File: config.mk
export PLATFORM = sky130hd
export DESIGN_NAME = alarm_control_fsm_flat
export DESIGN_NICKNAME = d
export VERILOG_FILES = /design/src/rtl/alarm_control_if.sv /design/src/rtl/alarm_control_fsm.sv /design/src/flat_wrapper.sv
export SDC_FILE = /design/constraint.sdc
export NUM_CORES = 1
export LEC_CHECK = 0
export ABC_CLOCK_PERIOD_IN_PS = 4400
export CAP_MARGIN = 10
export CORE_MARGIN = 10
export CORE_UTILIZATION = 45
export CTS_CLUSTER_DIAMETER = 50
export CTS_CLUSTER_SIZE = 14
export DETAILED_ROUTE_END_ITERATION = 10
export PLACE_DENSITY = 0.76
export SYNTH_ARGS = -nofsm -noshare
export SYNTH_HDL_FRONTEND = slang
export SYNTH_SLANG_ARGS = --single-unit
File: constraint.sdc
create_clock -name clock -period 4.4 [get_ports clock]
set_input_delay 1.1 -clock clock [delete_from_list [all_inputs] [get_ports clock]]
set_output_delay 1.1 -clock clock [all_outputs]
set_load 0.005 [all_outputs]
File: src/rtl/alarm_control_if.sv
// Purpose: bundles the sensor, reprogramming and Timer-side signals of the
//          anti-theft alarm control FSM into one interface.
// Signals:
//   ignition, door_driver, door_pass   vehicle sensors (1 = on / open)
//   reprogram, prog_sel[1:0], prog_val[3:0]  interval table write port
//   expired, one_hz_enable             status from the downstream Timer
//   start_timer, timer_value[3:0]      load command to the Timer
//   siren, status_led                  alarm outputs
//   state_dbg[2:0]                     current FSM state encoding
// Modports:
//   master  drives sensors / Timer status, observes FSM outputs
//   slave   the control FSM itself
interface alarm_control_if;
  logic       ignition;
  logic       door_driver;
  logic       door_pass;
  logic       reprogram;
  logic [1:0] prog_sel;
  logic [3:0] prog_val;
  logic       expired;
  logic       one_hz_enable;
  logic       start_timer;
  logic [3:0] timer_value;
  logic       siren;
  logic       status_led;
  logic [2:0] state_dbg;

  modport master (
    output ignition, door_driver, door_pass, reprogram, prog_sel, prog_val,
           expired, one_hz_enable,
    input  start_timer, timer_value, siren, status_led, state_dbg
  );

  modport slave (
    input  ignition, door_driver, door_pass, reprogram, prog_sel, prog_val,
           expired, one_hz_enable,
    output start_timer, timer_value, siren, status_led, state_dbg
  );
endinterface

File: src/rtl/alarm_control_fsm.sv
// Purpose: control FSM of the anti-theft alarm. Decodes ignition and door
//          sensors, picks a delay from a small reprogrammable interval table,
//          loads the downstream Timer and drives the siren and status LED.
// Ports:
//   clock   system clock
//   reset   synchronous, active-high
//   bus     alarm_control_if.slave (sensors, table write port, Timer
//           handshake, siren/status_led/state_dbg outputs)
// All outputs are registered; start_timer/timer_value/siren change on the
// same edge as the state they belong to.
module alarm_control_fsm #(
  parameter logic [3:0] T_ARM_DEF   = 4'd6,
  parameter logic [3:0] T_DRV_DEF   = 4'd8,
  parameter logic [3:0] T_PAS_DEF   = 4'd15,
  parameter logic [3:0] T_ALARM_DEF = 4'd10
) (
  input  logic            clock,
  input  logic            reset,
  alarm_control_if.slave  bus
);

  typedef enum logic [2:0] {
    ST_ARMED      = 3'd0,
    ST_TRIGGER    = 3'd1,
    ST_SOUND      = 3'd2,
    ST_DISARMED   = 3'd3,
    ST_WAIT_OPEN  = 3'd4,
    ST_WAIT_CLOSE = 3'd5,
    ST_ARMING     = 3'd6,
    ST_ILLEGAL    = 3'd7
  } state_t;

  localparam logic [1:0] SEL_ARM   = 2'd0;
  localparam logic [1:0] SEL_DRV   = 2'd1;
  localparam logic [1:0] SEL_PAS   = 2'd2;
  localparam logic [1:0] SEL_ALARM = 2'd3;

  function automatic logic [3:0] default_interval(input logic [1:0] sel);
    case (sel)
      SEL_ARM:   default_interval = T_ARM_DEF;
      SEL_DRV:   default_interval = T_DRV_DEF;
      SEL_PAS:   default_interval = T_PAS_DEF;
      default:   default_interval = T_ALARM_DEF;
    endcase
  endfunction

  state_t     state_q, state_d;
  logic       start_timer_q, start_timer_d;
  logic [3:0] timer_value_q, timer_value_d;
  logic       siren_q, siren_d;
  logic       status_led_q, status_led_d;
  logic [3:0] table_q [4];

  logic       expired_ok;
  logic       any_door;

  // Interval table. A zero write restores the default so the table can
  // never hold a zero-length interval.
  always_ff @(posedge clock) begin
    if (reset) begin
      for (int i = 0; i < 4; i++) begin
        table_q[i] <= default_interval(i[1:0]);
      end
    end else if (bus.reprogram) begin
      table_q[bus.prog_sel] <= (bus.prog_val == 4'd0) ? default_interval(bus.prog_sel)
                                                      : bus.prog_val;
    end
  end

  always_ff @(posedge clock) begin
    if (reset) begin
      state_q       <= ST_ARMED;
      start_timer_q <= 1'b0;
      timer_value_q <= 4'd0;
      siren_q       <= 1'b0;
      status_led_q  <= 1'b0;
    end else begin
      state_q       <= state_d;
      start_timer_q <= start_timer_d;
      timer_value_q <= timer_value_d;
      siren_q       <= siren_d;
      status_led_q  <= status_led_d;
    end
  end

  always_comb begin
    state_d       = state_q;
    start_timer_d = 1'b0;
    timer_value_d = timer_value_q;
    siren_d       = 1'b0;
    status_led_d  = 1'b0;

    // While our load pulse is on the wire the Timer's expired flag still
    // refers to the previous interval, so it must not be acted on.
    expired_ok = bus.expired && !start_timer_q;
    any_door   = bus.door_driver || bus.door_pass;

    if (bus.reprogram) begin
      state_d = ST_ARMED;
    end else if (bus.ignition && (state_q != ST_DISARMED)) begin
      state_d = ST_DISARMED;
    end else begin
      case (state_q)
        ST_ARMED: begin
          if (bus.door_driver) begin
            state_d       = ST_TRIGGER;
            start_timer_d = 1'b1;
            timer_value_d = table_q[SEL_DRV];
          end else if (bus.door_pass) begin
            state_d       = ST_TRIGGER;
            start_timer_d = 1'b1;
            timer_value_d = table_q[SEL_PAS];
          end
        end
        ST_TRIGGER: begin
          if (expired_ok) begin
            state_d       = ST_SOUND;
            start_timer_d = 1'b1;
            timer_value_d = table_q[SEL_ALARM];
          end
        end
        ST_SOUND: begin
          if (expired_ok) begin
            if (any_door) begin
              start_timer_d = 1'b1;
              timer_value_d = table_q[SEL_ALARM];
            end else begin
              state_d = ST_ARMED;
            end
          end
        end
        ST_DISARMED: begin
          if (!bus.ignition) state_d = ST_WAIT_OPEN;
        end
        ST_WAIT_OPEN: begin
          if (bus.door_driver) state_d = ST_WAIT_CLOSE;
        end
        ST_WAIT_CLOSE: begin
          if (!any_door) begin
            state_d       = ST_ARMING;
            start_timer_d = 1'b1;
            timer_value_d = table_q[SEL_ARM];
          end
        end
        ST_ARMING: begin
          // A door reopening abandons the countdown; the Timer is simply
          // reloaded when the doors close again.
          if (any_door) begin
            state_d = ST_WAIT_CLOSE;
          end else if (expired_ok) begin
            state_d = ST_ARMED;
          end
        end
        default: state_d = ST_ARMED;
      endcase
    end

    siren_d = (state_d == ST_SOUND);

    case (state_d)
      ST_ARMED: begin
        if (state_q != ST_ARMED) begin
          status_led_d = 1'b0;
        end else if (bus.one_hz_enable) begin
          status_led_d = !status_led_q;
        end else begin
          status_led_d = status_led_q;
        end
      end
      ST_TRIGGER, ST_SOUND: status_led_d = 1'b1;
      default:              status_led_d = 1'b0;
    endcase
  end

  assign bus.start_timer = start_timer_q;
  assign bus.timer_value = timer_value_q;
  assign bus.siren       = siren_q;
  assign bus.status_led  = status_led_q;
  assign bus.state_dbg   = state_q;

endmodule

File: src/flat_wrapper.sv
// flat-port wrapper written by rule: the top's interface ports become plain ports
module alarm_control_fsm_flat 
#(
  parameter logic [3:0] T_ARM_DEF   = 4'd6,
  parameter logic [3:0] T_DRV_DEF   = 4'd8,
  parameter logic [3:0] T_PAS_DEF   = 4'd15,
  parameter logic [3:0] T_ALARM_DEF = 4'd10
)
  (clock, reset, bus_ignition, bus_door_driver, bus_door_pass, bus_reprogram, bus_prog_sel, bus_prog_val, bus_expired, bus_one_hz_enable, bus_start_timer, bus_timer_value, bus_siren, bus_status_led, bus_state_dbg);
  alarm_control_if bus_i ();
  input  logic clock;
  input  logic reset;
  input wire logic [$bits(bus_i.ignition)-1:0] bus_ignition;
  input wire logic [$bits(bus_i.door_driver)-1:0] bus_door_driver;
  input wire logic [$bits(bus_i.door_pass)-1:0] bus_door_pass;
  input wire logic [$bits(bus_i.reprogram)-1:0] bus_reprogram;
  input wire logic [$bits(bus_i.prog_sel)-1:0] bus_prog_sel;
  input wire logic [$bits(bus_i.prog_val)-1:0] bus_prog_val;
  input wire logic [$bits(bus_i.expired)-1:0] bus_expired;
  input wire logic [$bits(bus_i.one_hz_enable)-1:0] bus_one_hz_enable;
  output wire logic [$bits(bus_i.start_timer)-1:0] bus_start_timer;
  output wire logic [$bits(bus_i.timer_value)-1:0] bus_timer_value;
  output wire logic [$bits(bus_i.siren)-1:0] bus_siren;
  output wire logic [$bits(bus_i.status_led)-1:0] bus_status_led;
  output wire logic [$bits(bus_i.state_dbg)-1:0] bus_state_dbg;
  assign bus_i.ignition = bus_ignition;
  assign bus_i.door_driver = bus_door_driver;
  assign bus_i.door_pass = bus_door_pass;
  assign bus_i.reprogram = bus_reprogram;
  assign bus_i.prog_sel = bus_prog_sel;
  assign bus_i.prog_val = bus_prog_val;
  assign bus_i.expired = bus_expired;
  assign bus_i.one_hz_enable = bus_one_hz_enable;
  assign bus_start_timer = bus_i.start_timer;
  assign bus_timer_value = bus_i.timer_value;
  assign bus_siren = bus_i.siren;
  assign bus_status_led = bus_i.status_led;
  assign bus_state_dbg = bus_i.state_dbg;
  alarm_control_fsm #(.T_ARM_DEF(T_ARM_DEF), .T_DRV_DEF(T_DRV_DEF), .T_PAS_DEF(T_PAS_DEF), .T_ALARM_DEF(T_ALARM_DEF)) u_core (.clock(clock), .reset(reset), .bus(bus_i));
endmodule
==> results of run 1 <==
final cells by class:
type,instances,area share [%]
sequential,26,41.1
multi-input combinational,107,38.9
timing repair buffer,23,13.9
tap,33,2.49
clock inverter,1,1.81
clock buffer,3,1.36
inverter,2,0.453
report_power, final:
part	total (mW)	switching [mW]	internal, mW
Combinational	0.0933	0.0477	0.0456
Sequential	0.286	0.00994	0.276
Clock	0.160	0.0681	0.0921
Total	0.540	0.126	0.414
per-layer routing:
| layer | GRT usage, % | wire length [um] |
|---|---|---|
| met2 | 20.8 | 1540 |
| met5 | 0 | 0 |
| met1 | 11.0 | 1220 |
| met4 | 3.30 | 9 |
| met3 | 2.50 | 153 |
logic make-up after synthesis:
group,synth area share [%]
buffers and inverters,3.64
XOR/XNOR,1.27
AND/OR/NAND/NOR,26.0
flip-flops,49.5
multiplexers,2.91
AO/OA/AOI/OAI,16.7
cells in the mapped netlist (all sizes together), types with 2 or more instances:
| library cell | number |
|---|---|
| and3 | 3 |
| clkbuf | 2 |
| nor3 | 4 |
| a22oi | 2 |
| a21o | 2 |
| and2 | 2 |
| a21oi | 5 |
| o21ai | 6 |
| nor4 | 4 |
| mux2i | 4 |
| dfxtp | 10 |
| nor2b | 7 |
| edfxtp | 16 |
| nand2b | 2 |
| nand3 | 2 |
| or2 | 4 |
| buf | 5 |
| nand2 | 17 |
| nor2 | 22 |
| inv | 2 |
| a311oi | 4 |
| nor3b | 2 |
| a31oi | 2 |
metrics by stage:
stage / hold WS [ps] / power [mW] / std cells / instance area [um^2]
global route: 541 / 0.568 / 195 / 1660
finish: 519 / 0.540 / 195 / 1660
global placement: 494 / 0.382 / 191 / 1600
CTS: 521 / 0.545 / 195 / 1660
floorplan: 492 / 0.345 / 142 / 1380
detailed placement: 502 / 0.386 / 191 / 1600
worst max-delay path by stage:
stage          cells after the start               startpoint                         to  slack [ps]
2_1_floorplan                      4            bus_reprogram       u_core.table_q[2][0]        2140
5_1_grt                            6          bus_door_driver  u_core.bus.timer_value[0]        1470
3_5_place_dp                       4                    reset       u_core.table_q[2][0]        1310
3_3_place_gp                       4                    reset       u_core.table_q[2][1]        1380
6_report                           1  u_core.bus.state_dbg[2]           bus_state_dbg[2]        1650
4_1_cts                            1  u_core.bus.state_dbg[2]           bus_state_dbg[2]        1640
sequential cells by signal (all words and copies together), names as in the netlist:
register / flops
u_core.bus.siren: 1
u_core.bus.start_timer: 1
u_core.bus.state_dbg: 3
u_core.bus.status_led: 1
u_core.bus.timer_value: 4
u_core.table_q: 16
==> flow_summary.yaml, run 1 <==
status:
  status: "complete, no violations"
placed_design:
  hpwl_mm: 2.36
  pre_cts_ws_ps: 1310
  place_congestion: 0.925
  port_buffers: 23
yosys:
  syn-num-nets: 156
  yosysSeqAreaShare_pct: 49.5
  synth_top_cell_by_area: "edfxtp_1"
  avgSynthCellArea_um2: 9.68
  ys_types: 40
  synthTopCellsByArea: "edfxtp_1, dfxtp_1, nor2_1"
  ys_dominant_reg_cell: "edfxtp_1"
  ys_ff_latch: 26
  synth_top_area_share_pct: 34.9
  syn_area_um2: 1380
  ys_warn_count: 0
  synth_edf_count: 16
  synth_cells: 142
  synthArstFlopShare_pct: 0
worst_setup_path:
  r2r-end: "u_core.bus.siren"
  cp.arrival_ps: 1650
  critical_path_buf_inv_count: 1
  critPathLaunchType: "flop"
  max_stage_delay_ps: 710
  path_max_fanout: 16
  r2r-start: "u_core.bus.state_dbg[0]"
  worst-r2r-setup-slack_ps: 2440
  cpLargestDelayFamily: "flip-flops"
  path_cells: "clkdlybuf4s50_1"
  crit_path_end_kind: "primary output"
  worstSetupPathType: "reg -> out"
  r2r_cells: 5
  slowest_stage: "dfxtp_1"
  cp_data_required_time_ps: 3300
clock_network:
  clock_sinks: 26
  post_cts_resized: 0
  clk_path_buf_depth: 2
  cts_inserted_buffers: 3
  postCtsHoldBufs: 0
  cts_tree: "built"
  cts-root-buf: "clkbuf_4"
  h-tree-depth: 1
  clock_latency_ps: 320
  post-cts-setup-buffers: 0
  path_clk_slew_ps: 140
layout:
  multiInputGateArea_um2: 644
  final_common_cell: "clkdlybuf4s50_1"
  nFillCells: 288
  fin_util_pct: 55.6
  area_growth_pct: 20.5
  nets: 177
  diodes: 0
  drive_above_1_share_pct: 7.41
  regArea_um2: 681
  final_cell_mix: "clkdlybuf4s50_1, nor2_1, nand2_1, edfxtp_1, dfxtp_1"
die:
  chipHeight_um: 75.3
  coreArea_um2: 2980
  initial_core_util_pct: 46.2
  rows: 20
  fp.dieW_um: 75.3
  fp.dieArea_um2: 5670
  ios: 24
grt:
  antenna_found_initial: 0
  overflow: 0
  grt_first_pass_wirelength_mm: 4.82
  grt_pass1_vias: 1155
  gr-usage-all-layers_pct: 10.8
  grt_max_degree: 17
drt:
  routed_via_density: 5.71
  wirelength_mm: 2.93
  drt.antenna.violating_nets: 0
  vias: 1114
  wl_per_cell_um: 15.0
  drtPass1Iterations: 4
  drc_errors: 0
  first_iter_violations: 43
worst_hold_path:
  hp-class: "reg -> reg"
  hold_start: "u_core.bus.timer_value[1]"
  min_to: "u_core.bus.timer_value[1]"
  hold_depth: 2
sta:
  fmax_mhz: 363
  hold_viol_final: 0
  rsz0062_at_grt: "false"
  setup_viol: 0
  min_period_ps: 2750
  period_share_pct: 62.6
  layout_setup_ws_ps: 1650
  slew_headroom_pct: 61.7
  finalSetupTns_ps: 0
  skew_ps: 16.7
  slew_viol_final: 0
  tightestPinTransition_ps: 573
power_and_ir_drop:
  power_per_cell_area_nw_per_um2: 326
  p_leak_nw: 0.590
  irDropWorstVdd_uv: 195
flow_run:
  cap_violations: 0
No activity file was read; power rests on OpenSTA's default activity.
==> run 2: changes to the inputs <==
--- a/config.mk
+++ b/config.mk
@@ -5,7 +5,7 @@
 export SDC_FILE = /design/constraint.sdc
 export NUM_CORES = 1
 export LEC_CHECK = 0
-export ABC_CLOCK_PERIOD_IN_PS = 4400
+export ABC_CLOCK_PERIOD_IN_PS = 2600
 export CAP_MARGIN = 10
 export CORE_MARGIN = 10
 export CORE_UTILIZATION = 45
==> constraint.sdc (replaced) <==
create_clock -name clock -period 2.6 [get_ports clock]
set_input_delay 0.65 -clock clock [delete_from_list [all_inputs] [get_ports clock]]
set_output_delay 0.65 -clock clock [all_outputs]
set_load 0.005 [all_outputs]
==> run 2 against run 1 <==
Clock skew is 0.95 ps lower. Flip-flop and latch count stayed put. Critical path depth stayed put. Final cell count is 2.1% higher. Highest routed layer unchanged. Via count is 5.2% higher. Combinational power is 75% higher. Core utilization is 0.13 points higher.
==> flow_summary.yaml, run 2 (synthesis gave the netlist of run 1 again) <==
sta:
  tightestPinTransition_ps: 577
  setup_viol: 0
  skew_ps: 15.7
  min_period_ps: 2280
  period_share_pct: 87.8
  slew_viol_final: 0
  finalSetupTns_ps: 0
  hold_viol_final: 0
  holdWs_ps: 521
  rsz0062_at_grt: "false"
  slew_headroom_pct: 61.4
  fmax_mhz: 438
die:
  chipHeight_um: 75.3
  fp.dieArea_um2: 5670
  coreArea_um2: 2980
  initial_core_util_pct: 46.2
  fp.dieW_um: 75.3
  ios: 24
  rows: 20
status:
  status: "complete, no violations"
drt:
  wl_met1_mm: 1.24
  first_iter_violations: 131
  vias: 1172
  highest_layer: "met4"
  dr_wl_met2_mm: 1.57
  drc_errors: 0
  met3WireLength_um: 203
  drt.antenna.violating_nets: 0
  routed_via_density: 5.89
  wirelength_mm: 3.06
  drtPass1Iterations: 4
  wl_per_cell_um: 15.4
layout:
  drive_above_1_share_pct: 9.04
  area_growth_pct: 20.7
  multiInputGateArea_um2: 644
  final_common_cell: "clkdlybuf4s50_1"
  final_cell_mix: "clkdlybuf4s50_1, nor2_1, nand2_1, edfxtp_1, dfxtp_1"
  diodes: 0
  nets: 181
  regMostFlops: "u_core.table_q"
  regArea_um2: 681
  largest_reg_flops: 16
  nFillCells: 276
worst_setup_path:
  slowest_stage: "dfxtp_1"
  worstSetupPathType: "reg -> out"
  cp.arrival_ps: 1630
  max_stage_delay_ps: 710
  critPathLaunchType: "flop"
  crit_path_end_kind: "primary output"
  critical_path_buf_inv_count: 1
  cp_data_required_time_ps: 1950
  path_max_fanout: 16
  path_cells: "clkdlybuf4s50_1"
  cpLargestDelayFamily: "flip-flops"
grt:
  grt_max_degree: 17
  overflow: 0
  antenna_found_initial: 0
  gr-usage-all-layers_pct: 11.7
  grt_first_pass_wirelength_mm: 5.14
  grt_pass1_vias: 1144
placed_design:
  place_congestion: 0.871
  hpwl_mm: 2.41
  port_buffers: 23
clock_network:
  clock_sinks: 26
  path_clk_slew_ps: 140
  cts-root-buf: "clkbuf_4"
  clock_latency_ps: 320
  clk_path_buf_depth: 2
  cts_inserted_buffers: 3
  h-tree-depth: 1
  postCtsHoldBufs: 0
  post-cts-setup-buffers: 0
  cts_tree: "built"
  post_cts_resized: 0
power_and_ir_drop:
  total_power_uw: 817
  p_leak_nw: 0.597
  irDropWorstVdd_uv: 263
  power_per_cell_area_nw_per_um2: 492
flow_run:
  cap_violations: 0
worst_hold_path:
  hp-class: "reg -> reg"
run 2: changes by cell type in the layout (fill, tap and decap cells not counted):
cell,delta
buf_4,+4
bufinv_16,-1
clkinv_1,+1
run 2: final cells by class:
type                       instances  area share, %
clock buffer                       3           1.36
clock inverter                     1          0.226
inverter                           2          0.452
multi-input combinational        107           38.8
sequential                        26           41.0
tap                               33           2.49
timing repair buffer              27           15.7
run 2: final timing paths:
check,start,depth (start not counted),endpoint,slack [ps]
worst max-delay path,u_core.bus.state_dbg[2],1,bus_state_dbg[2],320
worst min-delay path,u_core.bus.timer_value[3],2,u_core.bus.timer_value[3],520
worst max register to register,u_core.bus.state_dbg[0],5,u_core.bus.siren,580
worst min register to register,u_core.bus.timer_value[3],2,u_core.bus.timer_value[3],520
run 2: worst min-delay path: cells and delay by family (launching register included):
kind	cells	cell delay, ps
flops	1	340
simple gates	1	100
compound gates	1	50
run 2: power by group:
| part | internal (mW) | switching, mW |
|---|---|---|
| Clock | 0.0561 | 0.113 |
| Sequential | 0.468 | 0.0171 |
| Combinational | 0.0802 | 0.0831 |
| Total | 0.604 | 0.213 |
run 2: per-stage QoR:
step           instances  utilization [%]  cell area [um^2]  worst slack (ps)
3_5_place_dp         195             54.9              1630               150
6_report             199             55.8              1660               318
5_1_grt              199             55.8              1660               208
3_3_place_gp         195             54.9              1630               195
2_1_floorplan        142                -              1380               788
4_1_cts              199             55.8              1660               313
run 2: layer usage:
metal | vias up | global-route usage, %
met3 | 6 | 3.16
li1 | 563 | -
met1 | 562 | 13.5
met2 | 41 | 19.7
met5 | - | 0
met4 | 0 | 4.74
==> run 3: changes to the inputs <==
--- a/config.mk
+++ b/config.mk
@@ -13,6 +13,7 @@
 export CTS_CLUSTER_SIZE = 14
 export DETAILED_ROUTE_END_ITERATION = 10
 export PLACE_DENSITY = 0.76
+export SKIP_LAST_GASP = 1
 export SYNTH_ARGS = -nofsm -noshare
 export SYNTH_HDL_FRONTEND = slang
 export SYNTH_SLANG_ARGS = --single-unit
==> results of run 3 <==
Final layout, timing and power as in run 2 (identical DEF).
